--- src/rtl/cs_resolve_if.sv ---
// Operand/result handshake bundle for cs_resolve.
// The master side drives operands and consumes results; the slave side is the resolver.
interface cs_resolve_if #(
  parameter int W  = 32,
  parameter int IW = $clog2(W + 3)
);
  logic          in_valid;
  logic          in_ready;
  logic [W-1:0]  in_ps;
  logic [W-1:0]  in_pc;
  logic          out_valid;
  logic          out_ready;
  logic [W+1:0]  out_sum;
  logic [IW-1:0] out_iters;

  modport master (
    output in_valid, in_ps, in_pc, out_ready,
    input  in_ready, out_valid, out_sum, out_iters
  );

  modport slave (
    input  in_valid, in_ps, in_pc, out_ready,
    output in_ready, out_valid, out_sum, out_iters
  );
endinterface

--- src/rtl/cs_resolve.sv ---
// Iterative carry-save to binary resolver: x ^= y, y = (x & y) << 1 until y is zero.
// Define CS_RESOLVE_PIPE_EN to let a new pair load on the same edge as the output handshake.
module cs_resolve #(
  parameter int W  = 32,
  parameter int IW = $clog2(W + 3)
) (
  input  logic       clk,
  input  logic       rst,
  cs_resolve_if.slave bus
);

  typedef enum logic [1:0] {IDLE, RESOLVE, DONE} state_t;

  state_t        state_q, state_d;
  logic [W+1:0]  x_q, x_d;
  logic [W+1:0]  y_q, y_d;
  logic [IW-1:0] cnt_q, cnt_d;
  logic [W+1:0]  carry;
  logic          load;
  logic          in_ready_c;

  always_comb begin
    state_d    = state_q;
    x_d        = x_q;
    y_d        = y_q;
    cnt_d      = cnt_q;
    in_ready_c = 1'b0;
    load       = 1'b0;
    carry      = (x_q & y_q) << 1;

    case (state_q)
      IDLE: begin
        in_ready_c = 1'b1;
        load       = bus.in_valid;
      end
      RESOLVE: begin
        // x + y is preserved each step, so the carry word drains to zero within W+2 steps
        x_d   = x_q ^ y_q;
        y_d   = carry;
        cnt_d = cnt_q + {{(IW-1){1'b0}}, 1'b1};
        if (carry == '0) begin
          state_d = DONE;
        end
      end
      DONE: begin
`ifdef CS_RESOLVE_PIPE_EN
        in_ready_c = bus.out_ready;
        if (bus.out_ready) begin
          if (bus.in_valid) begin
            load = 1'b1;
          end else begin
            state_d = IDLE;
          end
        end
`else
        if (bus.out_ready) begin
          state_d = IDLE;
        end
`endif
      end
      default: state_d = IDLE;
    endcase

    if (load) begin
      x_d     = {2'b00, bus.in_ps};
      y_d     = {1'b0, bus.in_pc, 1'b0};
      cnt_d   = '0;
      state_d = RESOLVE;
    end
  end

  always_ff @(posedge clk or posedge rst) begin
    if (rst) begin
      state_q <= IDLE;
      x_q     <= '0;
      y_q     <= '0;
      cnt_q   <= '0;
    end else begin
      state_q <= state_d;
      x_q     <= x_d;
      y_q     <= y_d;
      cnt_q   <= cnt_d;
    end
  end

  assign bus.in_ready  = in_ready_c;
  assign bus.out_valid = (state_q == DONE);
  assign bus.out_sum   = x_q;
  assign bus.out_iters = cnt_q;

endmodule

--- src/flat_wrapper.sv ---
// flat-port wrapper written by rule: the top's interface ports become plain ports
module cs_resolve_flat 
#(
  parameter int W  = 32,
  parameter int IW = $clog2(W + 3)
)
  (clk, rst, bus_in_valid, bus_in_ps, bus_in_pc, bus_out_ready, bus_in_ready, bus_out_valid, bus_out_sum, bus_out_iters);
  cs_resolve_if #(.W(W), .IW(IW)) bus_i ();
  input  logic clk;
  input  logic rst;
  input wire logic [$bits(bus_i.in_valid)-1:0] bus_in_valid;
  input wire logic [$bits(bus_i.in_ps)-1:0] bus_in_ps;
  input wire logic [$bits(bus_i.in_pc)-1:0] bus_in_pc;
  input wire logic [$bits(bus_i.out_ready)-1:0] bus_out_ready;
  output wire logic [$bits(bus_i.in_ready)-1:0] bus_in_ready;
  output wire logic [$bits(bus_i.out_valid)-1:0] bus_out_valid;
  output wire logic [$bits(bus_i.out_sum)-1:0] bus_out_sum;
  output wire logic [$bits(bus_i.out_iters)-1:0] bus_out_iters;
  assign bus_i.in_valid = bus_in_valid;
  assign bus_i.in_ps = bus_in_ps;
  assign bus_i.in_pc = bus_in_pc;
  assign bus_i.out_ready = bus_out_ready;
  assign bus_in_ready = bus_i.in_ready;
  assign bus_out_valid = bus_i.out_valid;
  assign bus_out_sum = bus_i.out_sum;
  assign bus_out_iters = bus_i.out_iters;
  cs_resolve #(.W(W), .IW(IW)) u_core (.clk(clk), .rst(rst), .bus(bus_i));
endmodule
--- config.mk ---
export PLATFORM = sky130hd
export DESIGN_NAME = cs_resolve_flat
export DESIGN_NICKNAME = d
export VERILOG_FILES = /design/src/rtl/cs_resolve_if.sv /design/src/rtl/cs_resolve.sv /design/src/flat_wrapper.sv
export SDC_FILE = /design/constraint.sdc
export NUM_CORES = 1
export LEC_CHECK = 0
export BUFFER_PORTS_ARGS = -buffer_cell sky130_fd_sc_hd__buf_2
export CORE_ASPECT_RATIO = 1.4
export CORE_MARGIN = 3
export CORE_UTILIZATION = 35
export CTS_CLUSTER_DIAMETER = 200
export DETAILED_ROUTE_END_ITERATION = 7
export PLACE_DENSITY = 0.58
export SETUP_SLACK_MARGIN = 0.1
export SLEW_MARGIN = 5
export SYNTH_ARGS = -nofsm -noshare
export SYNTH_HDL_FRONTEND = slang
export SYNTH_SLANG_ARGS = --single-unit
--- constraint.sdc ---
create_clock -name clk -period 2.8 [get_ports clk]
set_input_delay 0.42 -clock clk [delete_from_list [all_inputs] [get_ports clk]]
set_output_delay 0.42 -clock clk [all_outputs]
set_load 0.02 [all_outputs]
==> results by group <==
GRT
  – Top Usage Layer GRT: met2
  – Met3 usage: 3.97%
  – Vias in the first global route: 3,082
  – Met2 Use GR: 26.8%
  – Met1 usage: 22.6%
  – Largest net degree at the start of global routing: 70
  – Number of antenna violations at the first check in global routing: 0
  – First-pass GRT wire length: 15,500 µm
  – GRT Total Usage: 16.9%
  – GR Overflow Total: 0

Cells and area
  – Antenna fix cells: 0
  – Final Util: 46.6%
  – Nets@finish: approximately 580
  – Share of cells above drive strength 1: 27.9%
  – Design area: 4660 µm²
  – Layout Area Growth over Synthesis: 28.6%
  – Post-route insts no fill: around 620

Yosys
  – Post-synth top area share: 51.7%
  – Synth Warn #: 0
  – Synthesized area per cell: 9.81 µm²
  – Post-synth cell types: 22
  – Async S/R FF share, synth: 100%
  – Dominant cell type by area after synthesis: dfrtp_1
  – Mapped Area: about 3600 µm²
  – Mapped Nets: 471
  – Post-synth EDFFs: 0
  – Top cells by area, synth: dfrtp_1 52%, nand2_1 14%, a22oi_1 13%
  – Yosys reg bits: 75
  – Top FF cell, synth: dfrtp_1
  – Register area share after synthesis: between 50% and 60%
  – Post-Synthesis Cells: between 300 and 400

Critical path
  – Kind of critical path: register to register
  – CP max stage delay: ~0.44 ns
  – Critical Path End Type: register
  – Worst endpoint required time: 3.01 ns
  – Worst Setup Start Kind: register
  – CP bufs+invs: 2
  – Top delay family on crit path: buffers and inverters
  – CP max FO: 38
  – Arrival time at the worst endpoint: 2.11 ns
  – Most frequent CP cell: buf_4
  – Cell Chain, Critical Path: nor2b_4 -> buf_4 -> buf_4 -> nand2_1 -> nand3_1 -> o21ai_0
  – Crit-path slowest cell: dfrtp_1

Die
  – Die area: ~12,000 µm²
  – Starting Density: a little over a third
  – Die width: ~90 µm
  – Number of placement rows: 43
  – Core area: between 10,000 and 15,000 µm²
  – Die H: about 130 µm
  – Io pins: 110

Clocking
  – Clk slew on worst S/H paths: 0.06 ns
  – Clock Sinks: 75
  – Clock Latency Late Sink: roughly 0.33 ns
  – CTS tree: yes
  – Hold_buf cts: 1
  – CTS H-Tree Depth: 3
  – Setup bufs post-CTS: 0
  – CTS Buf Count: 9
  – Cts repair resizes: 0
  – CTS Root Cell: clkbuf_16
  – Deepest clock path buffer count: 2

Min path
  – Worst min-delay path class: input pin to register

STA
  – Final Hold Fails: 0
  – Pins Over Slew Limit: 0
  – Final setup vio count: 0
  – Post-layout min period: 1.90 ns
  – Headroom to the max-slew limit: between 40% and 50%
  – Slew @ Worst Pin: 0.760 ns
  – Fmax: 526 MHz
  – Final Cycle Share: 68.0%
  – Layout Skew: 0.00708 ns
  – RSZ-0062 raised after global routing: false
  – Setup tns final: 0 ns

Routing
  – WL per Instance: 15.8 µm
  – Vias: 3,103
  – Vias per cell: 5.05
  – Antenna-violating nets left: 0
  – DRC Markers: 0
  – Iteration-0 DRC count of the detailed router: 148
  – Total wire length after detailed routing: 9710 µm
  – DR pass1 iterations: 4

Pwr
  – PwrDens: 1220 nW/µm²
  – Total power: 5.71 mW
  – LEAKAGE: 2.50 nW
  – Peak VDD IR: about 0.00049 V

Placed design
  – Post-place instance area: 4290 µm²
  – Gpl congestion: 0.755
  – Placed insts: 598
  – Port-buffer cells: 109
  – DP HPWL: around 6700 µm

Job
  – Max Cap Violations: 0

Outcome
  – Status: finished, final reports clean
[kinds of logic (layout without fill, tap and decap cells)]
family / count (synthesis) / count (layout) / share of synthesized area (%)
simple gates: 163 / 163 / 18.6
compound gates: 75 / 75 / 14.9
flops: 75 / 75 / 51.7
fa+ha+maj: 33 / 33 / 11.4
buf+inv: 23 / 133 / 3.21
xor+xnor: 1 / 1 / 0.241
[final timing paths]
kind	start	end	slack (ns)	cells past startpoint
max reg2reg	u_core.state_q[0]$_DFFE_PP0P_	u_core.bus.out_sum[33]$_DFFE_PP0P_	0.90	6
max	u_core.state_q[0]$_DFFE_PP0P_	u_core.bus.out_sum[33]$_DFFE_PP0P_	0.90	6
min	bus_in_ps[0]	u_core.bus.out_sum[0]$_DFFE_PP0P_	0.28	3
min in group asynchronous	rst	u_core.bus.out_sum[26]$_DFFE_PP0P_	0.57	3
max in group asynchronous	rst	u_core.bus.out_iters[5]$_DFFE_PP0P_	1.61	4
min reg2reg	u_core.y_q[14]$_DFFE_PP0P_	u_core.y_q[14]$_DFFE_PP0P_	0.48	2
[routing by layer]
metal  share of wire [%]  wire length (µm)  up-vias
met5                   0                 0        -
met4                 1.6               151        0
met3                 5.5               535       12
met2                  49              4770       85
met1                  44              4250     1494
li1                    -                 -     1512
[per-stage QoR]
stage | hold slack, ns | setup slack, ns
2_1_floorplan | 0.450 | 0.470
3_3_place_gp | 0.354 | 0.947
3_5_place_dp | 0.353 | 0.902
4_1_cts | 0.266 | 0.900
5_1_grt | 0.285 | 0.747
6_report | 0.281 | 0.897
[report_power, final]
part           internal (mW)  switching, mW  total (mW)
Sequential              1.55          0.335        1.88
Clock                  0.942          0.445        1.39
Combinational          0.907           1.53        2.44
[final cells by class]
class | count | area (µm²)
repair buffers | 115 | 606
flip-flops and latches | 75 | 1880
clock inverters | 4 | 95.1
multi-input cells | 272 | 1640
fillers | 985 | 5340
clock buffers | 12 | 267
well taps | 135 | 169
inverters | 2 | 8.76
[layout by cell type, fill, tap and decap left out, types with 2 or more instances in the layout]
| cell | count |
|---|---|
| nand2_1 | 140 |
| buf_2 | 109 |
| o21ai_0 | 9 |
| clkbuf_16 | 9 |
| buf_4 | 4 |
| clkinv_2 | 2 |
| a22oi_1 | 62 |
| ha_1 | 33 |
| nand4_1 | 4 |
| nor4_1 | 8 |
| clkbuf_8 | 3 |
| dfrtp_1 | 75 |
| bufinv_16 | 3 |
| nor2_1 | 4 |
| nand3_1 | 2 |
[cells in the mapped netlist, types with 2 or more instances]
| cell type | n |
|---|---|
| a22oi_1 | 62 |
| buf_2 | 12 |
| buf_4 | 4 |
| clkbuf_1 | 5 |
| dfrtp_1 | 75 |
| ha_1 | 33 |
| inv_1 | 2 |
| nand2_1 | 140 |
| nand3_1 | 2 |
| nand4_1 | 4 |
| nor2_1 | 4 |
| nor2b_1 | 2 |
| nor4_1 | 8 |
| o21ai_0 | 9 |
[worst register-to-register path: stages, from the launching register on]
cell and delay (ns):
dfrtp_1 0.44, nor2b_4 0.21, buf_4 0.39, buf_4 0.45, nand2_1 0.12, nand3_1 0.09
o21ai_0 0.08
[sequential cells by signal, indices dropped and copies added, names as in the netlist]
signal	cells
u_core.state_q	2
u_core.y_q	33
u_core.bus.out_iters	6
u_core.bus.out_sum	34
Note: power is estimated with default switching activity, not from simulation.
